`src/rtl/bram32_arb_pkg.sv`:
```
// Shared types and constants for the two-port 32-bit block RAM arbiter.
package bram32_arb_pkg;

    localparam int NUM_PORTS = 2;

    typedef enum logic [1:0] {
        SZ_BYTE = 2'd0,
        SZ_HALF = 2'd1,
        SZ_WORD = 2'd2,
        SZ_ILL  = 2'd3
    } size_e;

    typedef enum logic [1:0] {
        ST_IDLE = 2'd0,
        ST_RESP = 2'd1,
        ST_HOLD = 2'd2
    } state_e;

    // RAM write-subaddress codes; half and byte codes are bases plus lane offset
    localparam logic [2:0] SUB_WORD  = 3'd1;
    localparam logic [2:0] SUB_HALF0 = 3'd2;
    localparam logic [2:0] SUB_BYTE0 = 3'd4;

endpackage

```
`src/rtl/bram32_lane_align.sv`:
```
// Lane helper: maps request size/offset to the RAM write subaddress and alignment
// error, and extracts right-justified, zero-extended read data for a response.
module bram32_lane_align
    import bram32_arb_pkg::*;
(
    input  size_e       req_size,
    input  logic [1:0]  req_off,
    input  size_e       rsp_size,
    input  logic [1:0]  rsp_off,
    input  logic [31:0] mem_rdata,
    output logic [2:0]  wr_subaddr,
    output logic        req_err,
    output logic [31:0] rsp_data
);

    // Request side: subaddress code and misalignment / illegal-size flag
    always_comb begin
        wr_subaddr = 3'd0;
        req_err    = 1'b0;
        case (req_size)
            SZ_BYTE: begin
                wr_subaddr = SUB_BYTE0 | {1'b0, req_off};
                req_err    = 1'b0;
            end
            SZ_HALF: begin
                wr_subaddr = SUB_HALF0 | {2'b00, req_off[1]};
                req_err    = req_off[0];
            end
            SZ_WORD: begin
                wr_subaddr = SUB_WORD;
                req_err    = (req_off != 2'b00);
            end
            default: begin
                wr_subaddr = 3'd0;
                req_err    = 1'b1;
            end
        endcase
    end

    // Response side: select the addressed lane and right-justify it
    always_comb begin
        rsp_data = 32'd0;
        case (rsp_size)
            SZ_BYTE: rsp_data = {24'd0, mem_rdata[{rsp_off, 3'b000} +: 8]};
            SZ_HALF: rsp_data = {16'd0, mem_rdata[{rsp_off[1], 4'b0000} +: 16]};
            SZ_WORD: rsp_data = mem_rdata;
            default: rsp_data = 32'd0;
        endcase
    end

endmodule

```
`src/rtl/bram32_arbiter.sv`:
```
// Two-port valid/ready arbiter in front of one 32-bit byte-addressable block RAM.
// Define BRAM_ARB_FIXED_PRIO_EN for fixed port-0 priority instead of round-robin.
module bram32_arbiter
    import bram32_arb_pkg::*;
#(
    parameter  int DEPTH      = 512,
    localparam int ADDR_WIDTH = $clog2(DEPTH)
) (
    input  logic                                  i_clk,
    input  logic                                  i_rst_n,
    input  logic [NUM_PORTS-1:0]                  i_req_valid,
    output logic [NUM_PORTS-1:0]                  o_req_ready,
    input  logic [NUM_PORTS-1:0][ADDR_WIDTH+1:0]  i_req_addr,
    input  logic [NUM_PORTS-1:0]                  i_req_we,
    input  logic [NUM_PORTS-1:0][1:0]             i_req_size,
    input  logic [NUM_PORTS-1:0][31:0]            i_req_wdata,
    output logic [NUM_PORTS-1:0]                  o_rsp_valid,
    input  logic [NUM_PORTS-1:0]                  i_rsp_ready,
    output logic [31:0]                           o_rsp_rdata,
    output logic                                  o_rsp_err,
    output logic [ADDR_WIDTH-1:0]                 o_mem_addr,
    output logic [31:0]                           o_mem_wdata,
    output logic                                  o_mem_we,
    output logic [2:0]                            o_mem_wr_subaddr,
    input  logic [31:0]                           i_mem_rdata
);

    state_e               st_r;
    logic                 owner_r;
    logic [1:0]           off_r;
    size_e                size_r;
    logic                 we_r;
    logic                 err_r;
    logic [31:0]          hold_r;
`ifndef BRAM_ARB_FIXED_PRIO_EN
    logic                 rr_r;
`endif

    logic                 win_s;
    logic                 gnt_port_s;
    logic                 gnt_any_s;
    logic [ADDR_WIDTH+1:0] sel_addr_s;
    logic [1:0]           sel_size_s;
    logic                 sel_we_s;
    logic [31:0]          sel_wdata_s;
    logic [2:0]           req_sub_s;
    logic                 req_err_s;
    logic [31:0]          aligned_s;
    logic [31:0]          live_data_s;

    bram32_lane_align u_lane_align (
        .req_size   (size_e'(sel_size_s)),
        .req_off    (sel_addr_s[1:0]),
        .rsp_size   (size_r),
        .rsp_off    (off_r),
        .mem_rdata  (i_mem_rdata),
        .wr_subaddr (req_sub_s),
        .req_err    (req_err_s),
        .rsp_data   (aligned_s)
    );

    // Arbitration: choose which valid requester would be served this cycle
    always_comb begin
        gnt_port_s = 1'b0;
`ifdef BRAM_ARB_FIXED_PRIO_EN
        if (i_req_valid[0]) begin
            gnt_port_s = 1'b0;
        end else begin
            gnt_port_s = 1'b1;
        end
`else
        case (i_req_valid)
            2'b01:   gnt_port_s = 1'b0;
            2'b10:   gnt_port_s = 1'b1;
            2'b11:   gnt_port_s = ~rr_r;
            default: gnt_port_s = 1'b0;
        endcase
`endif
    end

    // Grant window opens when idle or when the pending response is taken this cycle
    always_comb begin
        if (st_r == ST_IDLE) begin
            win_s = 1'b1;
        end else begin
            win_s = i_rsp_ready[owner_r];
        end
        gnt_any_s   = i_rst_n & win_s & (|i_req_valid);
        sel_addr_s  = i_req_addr[gnt_port_s];
        sel_size_s  = i_req_size[gnt_port_s];
        sel_we_s    = i_req_we[gnt_port_s];
        sel_wdata_s = i_req_wdata[gnt_port_s];
    end

    // Request-side outputs: handshake and RAM command for the granted request
    always_comb begin
        o_req_ready      = 2'b00;
        o_mem_addr       = {ADDR_WIDTH{1'b0}};
        o_mem_wdata      = 32'd0;
        o_mem_we         = 1'b0;
        o_mem_wr_subaddr = 3'd0;
        if (gnt_any_s) begin
            o_req_ready = gnt_port_s ? 2'b10 : 2'b01;
            if (!req_err_s) begin
                o_mem_addr  = sel_addr_s[ADDR_WIDTH+1:2];
                o_mem_wdata = sel_wdata_s;
                o_mem_we    = sel_we_s;
                if (sel_we_s) begin
                    o_mem_wr_subaddr = req_sub_s;
                end else begin
                    o_mem_wr_subaddr = 3'd0;
                end
            end else begin
                o_mem_we = 1'b0;
            end
        end else begin
            o_req_ready = 2'b00;
        end
    end

    // Response path: live RAM lane in RESP, captured copy in HOLD
    always_comb begin
        live_data_s = (we_r || err_r) ? 32'd0 : aligned_s;
        o_rsp_valid = 2'b00;
        o_rsp_rdata = 32'd0;
        o_rsp_err   = 1'b0;
        if (i_rst_n && (st_r != ST_IDLE)) begin
            o_rsp_valid = owner_r ? 2'b10 : 2'b01;
            o_rsp_err   = err_r;
            case (st_r)
                ST_RESP: o_rsp_rdata = live_data_s;
                ST_HOLD: o_rsp_rdata = hold_r;
                default: o_rsp_rdata = 32'd0;
            endcase
        end else begin
            o_rsp_valid = 2'b00;
        end
    end

    // Arbiter FSM: latch the granted request, then hold its response until taken
    always_ff @(posedge i_clk or negedge i_rst_n) begin
        if (!i_rst_n) begin
            st_r    <= ST_IDLE;
            owner_r <= 1'b0;
            off_r   <= 2'b00;
            size_r  <= SZ_BYTE;
            we_r    <= 1'b0;
            err_r   <= 1'b0;
            hold_r  <= 32'd0;
`ifndef BRAM_ARB_FIXED_PRIO_EN
            rr_r    <= 1'b1;
`endif
        end else begin
            if (gnt_any_s) begin
                st_r    <= ST_RESP;
                owner_r <= gnt_port_s;
                off_r   <= sel_addr_s[1:0];
                size_r  <= size_e'(sel_size_s);
                we_r    <= sel_we_s;
                err_r   <= req_err_s;
`ifndef BRAM_ARB_FIXED_PRIO_EN
                rr_r    <= gnt_port_s;
`endif
            end else if ((st_r == ST_RESP) && !i_rsp_ready[owner_r]) begin
                // RAM output is only valid this one cycle, so keep a copy
                st_r   <= ST_HOLD;
                hold_r <= live_data_s;
            end else if ((st_r != ST_IDLE) && i_rsp_ready[owner_r]) begin
                st_r <= ST_IDLE;
            end else begin
                st_r <= st_r;
            end
        end
    end

endmodule
```
`config.mk`:
```
export PLATFORM = sky130hd
export DESIGN_NAME = bram32_arbiter
export DESIGN_NICKNAME = d
export VERILOG_FILES = /design/src/rtl/bram32_arb_pkg.sv /design/src/rtl/bram32_lane_align.sv /design/src/rtl/bram32_arbiter.sv
export SDC_FILE = /design/constraint.sdc
export NUM_CORES = 1
export LEC_CHECK = 0
export BUFFER_PORTS_ARGS = -buffer_cell sky130_fd_sc_hd__buf_4
export CAP_MARGIN = 20
export CORE_ASPECT_RATIO = 0.5
export CORE_MARGIN = 2
export CORE_UTILIZATION = 50
export DETAILED_ROUTE_END_ITERATION = 12
export PLACE_DENSITY = 0.95
export SYNTH_ARGS = -nofsm -noshare
export SYNTH_HDL_FRONTEND = slang
export SYNTH_HIERARCHICAL = 1
export SYNTH_SLANG_ARGS = --single-unit
```
`constraint.sdc`:
```
create_clock -name i_clk -period 3.3 [get_ports i_clk]
set_input_delay 0.165 -clock i_clk [delete_from_list [all_inputs] [get_ports i_clk]]
set_output_delay 0.165 -clock i_clk [all_outputs]
set_load 0.02 [all_outputs]
```
==> impl_metrics.env, run 1 <==
export IMPL_status="complete, no violations"
export IMPL_timing_rr_end="err_r"
export IMPL_min_period_ns=3.22
export IMPL_r2r_start="rr_r"
export IMPL_hold_class="in -> reg"
export IMPL_areaGrowthSynthToFinish_pct=46.4
export IMPL_synth_cells=507
export IMPL_initial_core_util=0.524
export IMPL_wl_met2_um=7400
export IMPL_synth_seq_cells=42
export IMPL_netlist_top_cells_area="dfrtp_1, nand2_1, mux2i_1, a21oi_2, a22oi_1"
export IMPL_dieArea_sq_um=8550
export IMPL_seq_area_frac_synth=0.270
export IMPL_grt_usage=0.343
export IMPL_synth_top_area_cell="dfrtp_1"
export IMPL_place_gp_congestion=0.917
export IMPL_crit_path_max_fanout=26
export IMPL_ir_drop_mv=0.315
export IMPL_wl_per_cell_um=18.8
export IMPL_synth_main_ff_cell="dfrtp_1"
export IMPL_reg2reg_depth=5
export IMPL_max_cap_violations=0
export IMPL_synth_nets=640
export IMPL_overflow=0
export IMPL_holdPathStages=5
export IMPL_finalHoldViolCount=0
export IMPL_core_area_sq_um=7430
export IMPL_rows=22
export IMPL_via_count=4665
export IMPL_setup_viol=0
export IMPL_diodes=0
export IMPL_drt_met1_wl_um=5480
export IMPL_firstDrtPassIters=6
export IMPL_tightest_slew_ns=0.698
export IMPL_crit_end="o_mem_wdata[24]"
export IMPL_synth_warnings=6
export IMPL_cp_arrival_ns=3.06
export IMPL_fp_dieH_um=66.4
export IMPL_cts_post_setup_buffers_inserted=0
export IMPL_cp_end_kind="primary output"
export IMPL_r2r_slack_ns=1.23
export IMPL_drive_gt1_frac=0.422
export IMPL_grt_pass1_vias=4566
export IMPL_final_nets=834
export IMPL_ys_types=43
export IMPL_grt_pass1_wl_um=22600
export IMPL_fin_skew_ns=0.00567
export IMPL_place_hpwl_um=10700
export IMPL_cp_required_ns=3.13
export IMPL_route_met3_wl_um=1390
export IMPL_synth_edf_count=0
export IMPL_pwr_density_cell_nw_per_um2=624
export IMPL_grt_max_degree=45
export IMPL_fp_dieW_um=129
export IMPL_cp_start_kind="flop"
export IMPL_total_power_uw=3560
export IMPL_ctsHoldBuffers=1
export IMPL_final_setup_tns_ns=0
export IMPL_drcViolationCount=0
export IMPL_ios=212
export IMPL_critPathLaunch="rr_r"
export IMPL_drt_initial_drc_count=568
export IMPL_ctsResizeCount=0
export IMPL_path_clk_slew_ns=0.06
export IMPL_antenna_found_initial=0
export IMPL_slew_violations=0
export IMPL_cts_buffer_depth=2
export IMPL_ant_nets=0
export IMPL_synth_area_per_cell_sq_um=7.68
export IMPL_clock_latency_ns=0.29
export IMPL_power_static_leakage_uw=0.00278
export IMPL_viasPerCell=5.85
export IMPL_cts_tree="done"
export IMPL_cts_root_buf="clkbuf_16"
export IMPL_numCtsBuffers=5
export IMPL_wirelength_um=15000
export IMPL_synth_area_sq_um=3890
export IMPL_worstSetupPathType="reg -> out"
export IMPL_port_buffers=211
export IMPL_htreeDepth=2
export IMPL_slew_headroom=0.535
export IMPL_clock_sinks=42
export IMPL_dr_max_layer_used="met4"
export IMPL_synth_top_area_frac=0.263
export IMPL_async_reset_ff_frac=1.00
export IMPL_fmax_ghz=0.310
export IMPL_finalCritPeriodShare=0.977
export IMPL_rsz0062_at_grt="false"
-- per-stage QoR --
stage / cell area (sq um) / cells / hold slack (ns) / setup slack [ns] / util
global placement: 5500 / 788 / 0.0666 / 0.577 / 0.740
detailed placement: 5500 / 788 / 0.0653 / 0.519 / 0.740
finish: 5700 / 798 / 0.260 / 0.0774 / 0.767
global route: 5700 / 798 / 0.300 / 0.0206 / 0.767
CTS: 5670 / 797 / 0.263 / 0.177 / 0.763
floorplan: 3890 / 507 / -0.131 / 0.778 / -
-- critical path: stages, from the launching register on --
cell     delay [ns]
dfstp_2        0.57
a21bo_2        0.32
mux2_2         0.44
nor3_1         0.25
nor2_1         0.10
a211o_2        0.51
buf_12         0.27
a21oi_2        0.14
buf_4          0.16
-- power breakdown --
part	leakage (uW)	total [uW]	switching (uW)	internal, uW
Clock	0.0000781	559	201	358
Sequential	0.000558	940	234	706
Combinational	0.00214	2060	1220	842
-- Yosys cell counts, types with 5 or more instances --
library cell	n
nor2_1	44
nand2_1	128
o21ai_1	9
nand2b_1	5
buf_2	7
buf_6	6
a22oi_1	35
mux2i_1	43
nor2b_1	6
clkbuf_1	17
a21oi_2	39
inv_1	36
dfrtp_1	41
a21oi_1	6
and2_1	20
mux2_2	14
-- cell families (layout without fill, tap and decap cells) --
kind of cell,count (synthesis),in the layout,share of synthesized area
compound gates,112,112,0.225
fa+ha+maj,3,3,0.00964
mux,58,58,0.157
buf+inv,73,268,0.0913
simple gates,219,219,0.247
flops,42,42,0.270
-- per-layer routing --
layer,track usage,up-vias
met2,0.612,293
met5,0,-
li1,-,2093
met4,0.179,0
met1,0.379,2201
met3,0.0922,78
-- how the worst min path moves through the flow --
stage,startpoint,to,slack (ns)
floorplan,i_rst_n,err_r,-0.13
global placement,i_rst_n,hold_r[21],0.07
detailed placement,i_rst_n,hold_r[21],0.07
CTS,i_mem_rdata[8],hold_r[8],0.26
global route,i_mem_rdata[8],hold_r[8],0.30
finish,i_mem_rdata[8],hold_r[8],0.26
-- cell usage in the layout, fill, tap and decap left out, types with 2 or more instances in the layout --
| master | count |
|---|---|
| o32ai_1 | 2 |
| nor2_2 | 2 |
| a22oi_1 | 35 |
| buf_4 | 221 |
| o22ai_1 | 4 |
| a21oi_2 | 39 |
| a21oi_1 | 6 |
| nand2_1 | 128 |
| and3b_1 | 2 |
| nor2b_2 | 2 |
| nor3_1 | 2 |
| and2_1 | 20 |
| o211ai_1 | 2 |
| o21ai_1 | 9 |
| o31a_1 | 3 |
| ha_1 | 3 |
| clkbuf_1 | 2 |
| nor2_1 | 43 |
| mux2_2 | 14 |
| clkbuf_16 | 5 |
| nor3b_1 | 3 |
| nand2b_1 | 5 |
| nor2b_1 | 6 |
| dfrtp_1 | 41 |
| o21ai_0 | 3 |
| nand3b_1 | 3 |
| mux2i_1 | 43 |
| inv_1 | 36 |
| a2bb2oi_1 | 2 |
-- flip-flops by register name (all words and copies together), names as in the netlist --
| name | cells |
|---|---|
| st_r | 2 |
| owner_r | 1 |
| we_r | 1 |
| size_r | 2 |
| err_r | 1 |
| hold_r | 32 |
| off_r | 2 |
| rr_r | 1 |
-- final cells by class --
cell class / instances / area [sq um]
Clock buffer: 7 / 133
Timing Repair Buffer: 224 / 1720
Inverter: 36 / 135
Clock inverter: 1 / 30.0
Multi-Input combinational cell: 392 / 2510
Fill cell: 510 / 1730
Sequential cell: 42 / 1050
Tap cell: 96 / 120
(Power assumes the default switching activity.)
==> run 2, diff against run 1 <==
--- a/config.mk
+++ b/config.mk
@@ -13,3 +13,3 @@
 export DETAILED_ROUTE_END_ITERATION = 12
-export PLACE_DENSITY = 0.95
+export PLACE_DENSITY = 0.91
 export SYNTH_ARGS = -nofsm -noshare
==> constraint.sdc (replaced) <==
create_clock -name i_clk -period 3.3 [get_ports i_clk]
set_input_delay 0.33 -clock i_clk [delete_from_list [all_inputs] [get_ports i_clk]]
set_output_delay 0.33 -clock i_clk [all_outputs]
set_load 0.02 [all_outputs]
==> run 2 against run 1 <==
Compared with the run above:
- worst hold slack better by 0.17 ns
- clock power decreased by 9.3%
- global-route usage fell by 2.3 points
- sequential share of layout area barely moved
- clock skew fell by 0.00066 ns
- routed wire length shrank 7.5%
- non-clock buffer count is 2 higher
- worst setup slack better by 0.14 ns
- largest cell class unchanged
- highest routed layer unchanged
==> impl_metrics.env, run 2 (synthesized netlist as in run 1, its figures left out) <==
export IMPL_dp_cells=791
export IMPL_grt_pass1_wl_um=21300
export IMPL_worst_path_largest_cell_delay_ns=0.57
export IMPL_firstDrtPassIters=5
export IMPL_place_hpwl_um=10500
export IMPL_timing_rr_end="hold_r[5]"
export IMPL_largest_register_ffs=32
export IMPL_cp_end_kind="primary output"
export IMPL_htreeDepth=2
export IMPL_status="complete, no violations"
export IMPL_pwr_density_cell_nw_per_um2=604
export IMPL_holdPathEnd="hold_r[8]"
export IMPL_dieArea_sq_um=8550
export IMPL_reg2reg_depth=5
export IMPL_drcViolationCount=0
export IMPL_ant_nets=0
export IMPL_cp_cell_sequence="a21bo_2, mux2_2, nor3_1, nor2_1, a211o_4, buf_4, a21oi_2, buf_4"
export IMPL_cp_required_ns=2.97
export IMPL_overflow=0
export IMPL_regMostFlops="hold_r"
export IMPL_initial_core_util=0.524
export IMPL_worstSetupPathType="reg -> out"
export IMPL_wirelength_um=13900
export IMPL_cp_start_kind="flop"
export IMPL_finalCritPeriodShare=0.935
export IMPL_rsz0062_at_grt="false"
export IMPL_grt_pass1_vias=4230
export IMPL_cts_tree="done"
export IMPL_placed_area_sq_um=5520
export IMPL_numCtsBuffers=5
export IMPL_via_count=4426
export IMPL_core_area_sq_um=7430
export IMPL_cts_root_buf="clkbuf_16"
export IMPL_fp_dieW_um=129
export IMPL_total_power_uw=3440
export IMPL_cp_arrival_ns=2.76
export IMPL_fillerInstances=522
export IMPL_wl_per_cell_um=17.4
export IMPL_diodes=0
export IMPL_min_period_ns=3.09
export IMPL_crit_buf_inv=2
export IMPL_viasPerCell=5.53
export IMPL_ios=212
export IMPL_final_setup_tns_ns=0
export IMPL_instances_no_fill=800
export IMPL_clock_sinks=42
export IMPL_cts_buffer_depth=2
export IMPL_holdPathStages=5
export IMPL_max_cap_violations=0
export IMPL_drive_gt1_frac=0.426
export IMPL_cp_slowest_cell="dfstp_2"
export IMPL_slew_headroom=0.328
export IMPL_place_gp_congestion=0.936
export IMPL_clock_latency_ns=0.29
export IMPL_hold_start="i_mem_rdata[8]"
export IMPL_fmax_ghz=0.324
export IMPL_utilization=0.766
export IMPL_r2r_start="off_r[1]"
export IMPL_fin_skew_ns=0.00501
export IMPL_antenna_found_initial=0
export IMPL_setup_viol=0
export IMPL_rows=22
export IMPL_final_common_cell="buf_4"
export IMPL_grt_usage=0.320
export IMPL_slew_violations=0
export IMPL_tightest_slew_ns=1.01
export IMPL_crit_family="compound AO/OA/AOI/OAI gates"
export IMPL_r2r_slack_ns=1.15
export IMPL_grt_max_degree=42
export IMPL_final_nets=836
export IMPL_hold_class="in -> reg"
export IMPL_port_buffers=211
export IMPL_cp_common_cell="buf_4"
export IMPL_finalHoldViolCount=0
export IMPL_ir_drop_mv=0.323
export IMPL_power_static_leakage_uw=0.00277
export IMPL_drt_initial_drc_count=465
export IMPL_path_clk_slew_ns=0.06
export IMPL_areaGrowthSynthToFinish_pct=46.2
export IMPL_fp_dieH_um=66.4
export IMPL_crit_path_max_fanout=22
export IMPL_final_area_sq_um=5690
export IMPL_final_cell_mix="buf_4, nand2_1, mux2i_1, nor2_1, dfrtp_1"
## run 2: timing repair
| action | CTS | global route |
|---|---|---|
| gates resized for setup | 0 | 1 |
| hold buffers | 1 | 0 |
| setup buffers | 0 | 0 |
| setup endpoints to repair | 0 | 23 |
| endpoints found under the hold margin | 1 | 0 |
## run 2: cell type report
class | count | area (sq um) | area share
Multi-Input combinational cell | 392 | 2520 | 0.443
Timing Repair Buffer | 226 | 1710 | 0.301
Sequential cell | 42 | 1050 | 0.185
Clock buffer | 6 | 139 | 0.0244
Inverter | 36 | 135 | 0.0237
Tap cell | 96 | 120 | 0.0211
Clock inverter | 2 | 12.5 | 0.00220
## run 2: report_power, final
| group | switching, uW | leakage, uW | internal, uW | total [uW] |
|---|---|---|---|---|
| Clock | 207 | 0.0000729 | 300 | 507 |
| Sequential | 251 | 0.000558 | 705 | 956 |
| Combinational | 1130 | 0.00214 | 841 | 1970 |
## run 2: worst max path at each step
stage          from                  end  cells after the start
6_report       rr_r       o_mem_wdata[7]                      8
5_1_grt        rr_r       o_mem_wdata[7]                      8
4_1_cts        rr_r       o_mem_wdata[7]                      8
3_5_place_dp   rr_r       o_mem_wdata[7]                      8
3_3_place_gp   rr_r        o_mem_addr[0]                      8
2_1_floorplan  rr_r  o_mem_wr_subaddr[0]                      8
## run 2: stage by stage
step | hold WS, ns | worst slack (ns)
2_1_floorplan | 0.0344 | 0.613
3_3_place_gp | 0.297 | 0.471
3_5_place_dp | 0.299 | 0.411
4_1_cts | 0.420 | 0.0972
5_1_grt | 0.447 | 0.0581
6_report | 0.429 | 0.213
## run 2: per-layer routing
metal  global-route usage  routed length (um)  vias up
met2                0.547                6810      237
li1                     -                   -     2095
met5                    0                   0        -
met1                0.400                5460     2058
met4                0.114                 366        0
met3               0.0720                1250       36
## run 2: worst min-delay path, delay by kind of cell
kind / cells / cell delay [ns]
compound gates: 1 / 0.07
buf+inv: 1 / 0.12
mux: 1 / 0.06
simple gates: 2 / 0.11
==> run 3, diff against run 2 <==
BUFFER_PORTS_ARGS = -buffer_cell sky130_fd_sc_hd__buf_2   (was -buffer_cell sky130_fd_sc_hd__buf_4)
SETUP_SLACK_MARGIN = 0.3   (was not set)
==> run 3 against run 2 <==
Compared with the run above:
- die area stayed put
- critical path depth stayed put
- sequential share of layout area is 1.5 points higher
- non-clock buffer count is 8 higher
- first-iteration DRC count is 23% lower
- register-to-register slack better by 0.03 ns
- clock skew is 0.0025 ns higher
==> impl_metrics.env, run 3 (synthesized netlist as in run 1, its figures left out) <==
export IMPL_fp_dieW_um=129
export IMPL_clkPwrFrac=0.164
export IMPL_pwr_density_cell_nw_per_um2=653
export IMPL_clock_latency_ns=0.28
export IMPL_swShare=0.459
export IMPL_worst_path_largest_cell_delay_ns=0.58
export IMPL_core_area_sq_um=7430
export IMPL_grt_usage=0.304
export IMPL_total_power_uw=3440
export IMPL_p_sw_uw=1580
export IMPL_dieArea_sq_um=8550
export IMPL_cp_start_kind="flop"
export IMPL_final_nets=845
export IMPL_wl_per_cell_um=16.8
export IMPL_min_period_ns=2.90
export IMPL_viasPerCell=5.69
export IMPL_ios=212
export IMPL_regMostFlops="hold_r"
export IMPL_slew_violations=0
export IMPL_place_hpwl_um=10200
export IMPL_cts_root_buf="clkbuf_16"
export IMPL_seq_power_share=0.267
export IMPL_crit_path_max_fanout=15
export IMPL_intPower_uw=1860
export IMPL_cp_arrival_ns=2.57
export IMPL_max_cap_violations=0
export IMPL_ant_nets=0
export IMPL_via_count=4599
export IMPL_diodes=0
export IMPL_fp_dieH_um=66.4
export IMPL_rsz0062_at_grt="false"
export IMPL_regArea_sq_um=1050
export IMPL_crit_family="compound AO/OA/AOI/OAI gates"
export IMPL_place_gp_congestion=0.966
export IMPL_antenna_found_initial=1
export IMPL_fmax_ghz=0.345
export IMPL_fin_skew_ns=0.00750
export IMPL_grt_max_degree=39
export IMPL_drt_initial_drc_count=356
export IMPL_cp_required_ns=2.97
export IMPL_numCtsBuffers=5
export IMPL_crit_buf_inv=2
export IMPL_worstSetupPathType="reg -> out"
export IMPL_hold_class="in -> async"
export IMPL_areaGrowthSynthToFinish_pct=35.3
export IMPL_htreeDepth=2
export IMPL_wirelength_um=13600
export IMPL_finalCritPeriodShare=0.879
export IMPL_firstDrtPassIters=6
export IMPL_final_common_cell="buf_2"
export IMPL_overflow=0
export IMPL_r2r_slack_ns=1.18
export IMPL_p_comb_frac=0.569
export IMPL_cts_buffer_depth=2
export IMPL_path_clk_slew_ns=0.06
export IMPL_drive_gt1_frac=0.434
export IMPL_cp_slowest_cell="dfstp_2"
export IMPL_cp_cell_sequence="a21bo_4, mux2_2, nor3_2, nor2_1, a211o_4, buf_6, a21oi_2, buf_2"
export IMPL_grt_pass1_vias=4313
export IMPL_port_buffers=211
export IMPL_multiInputGateArea_sq_um=2550
export IMPL_setup_viol=0
export IMPL_ir_drop_mv=0.346
export IMPL_finalHoldViolCount=0
export IMPL_power_static_leakage_uw=0.00272
export IMPL_cp_end_kind="primary output"
export IMPL_reg2reg_depth=6
export IMPL_cts_tree="done"
export IMPL_initial_core_util=0.524
export IMPL_grt_pass1_wl_um=20600
export IMPL_status="complete, no violations"
export IMPL_largest_register_ffs=32
export IMPL_tightest_slew_ns=0.691
export IMPL_rows=22
export IMPL_slew_headroom=0.539
export IMPL_final_cell_mix="buf_2, nand2_1, mux2i_1, nor2_1, dfrtp_1"
export IMPL_final_setup_tns_ns=0
export IMPL_drcViolationCount=0
export IMPL_fillerInstances=549
export IMPL_clock_sinks=42
export IMPL_crit_cells=8
## run 3: timing repair
action	in CTS	in global routing
setup endpoints to repair	32	33
gates resized for setup	4	5
hold endpoints to repair	3	0
gates cloned	0	1
hold buffers	1	0
pin swaps	0	2
setup buffers	0	5
## run 3: final timing paths
kind	from	endpoint
worst max-delay path	rr_r	o_mem_addr[4]
worst min-delay path	i_rst_n	owner_r
worst max register to register	st_r[0]	hold_r[4]
worst min register to register	hold_r[11]	hold_r[11]
max in group asynchronous	i_rst_n	hold_r[14]
min in group i_clk	i_mem_rdata[9]	hold_r[9]
## run 3: power groups by stage
stage / clock network, uW / logic, uW / registers, uW
final: 566 / 1960 / 918
after global routing: 586 / 2110 / 944
after detailed placement: 0 / 1860 / 909
after floorplan: 0 / 1480 / 813
after global placement: 0 / 1810 / 895
after CTS: 565 / 1880 / 908
## run 3: area by class of cell
class / count / area share
Tap cell: 96 / 0.0228
Multi-Input combinational cell: 393 / 0.483
Sequential cell: 42 / 0.200
Clock inverter: 1 / 0.00570
Timing Repair Buffer: 234 / 0.236
Inverter: 36 / 0.0256
Clock buffer: 6 / 0.0264
## run 3: per-stage QoR
step	instances	cell area, sq um	util	hold slack [ns]	worst slack (ns)
floorplan	507	3890	-	0.0344	0.613
global placement	794	5010	0.674	0.173	0.518
detailed placement	794	5010	0.674	0.172	0.445
CTS	802	5210	0.701	0.415	0.313
global route	808	5270	0.709	0.455	0.298
finish	808	5270	0.709	0.428	0.399
## run 3: routing by layer
layer	GRT usage	vias to the layer above	routed length (um)
met4	0.0938	2	338
li1	-	2114	-
met1	0.383	2161	5450
met3	0.0518	40	1150
met2	0.538	282	6630
met5	0	-	11
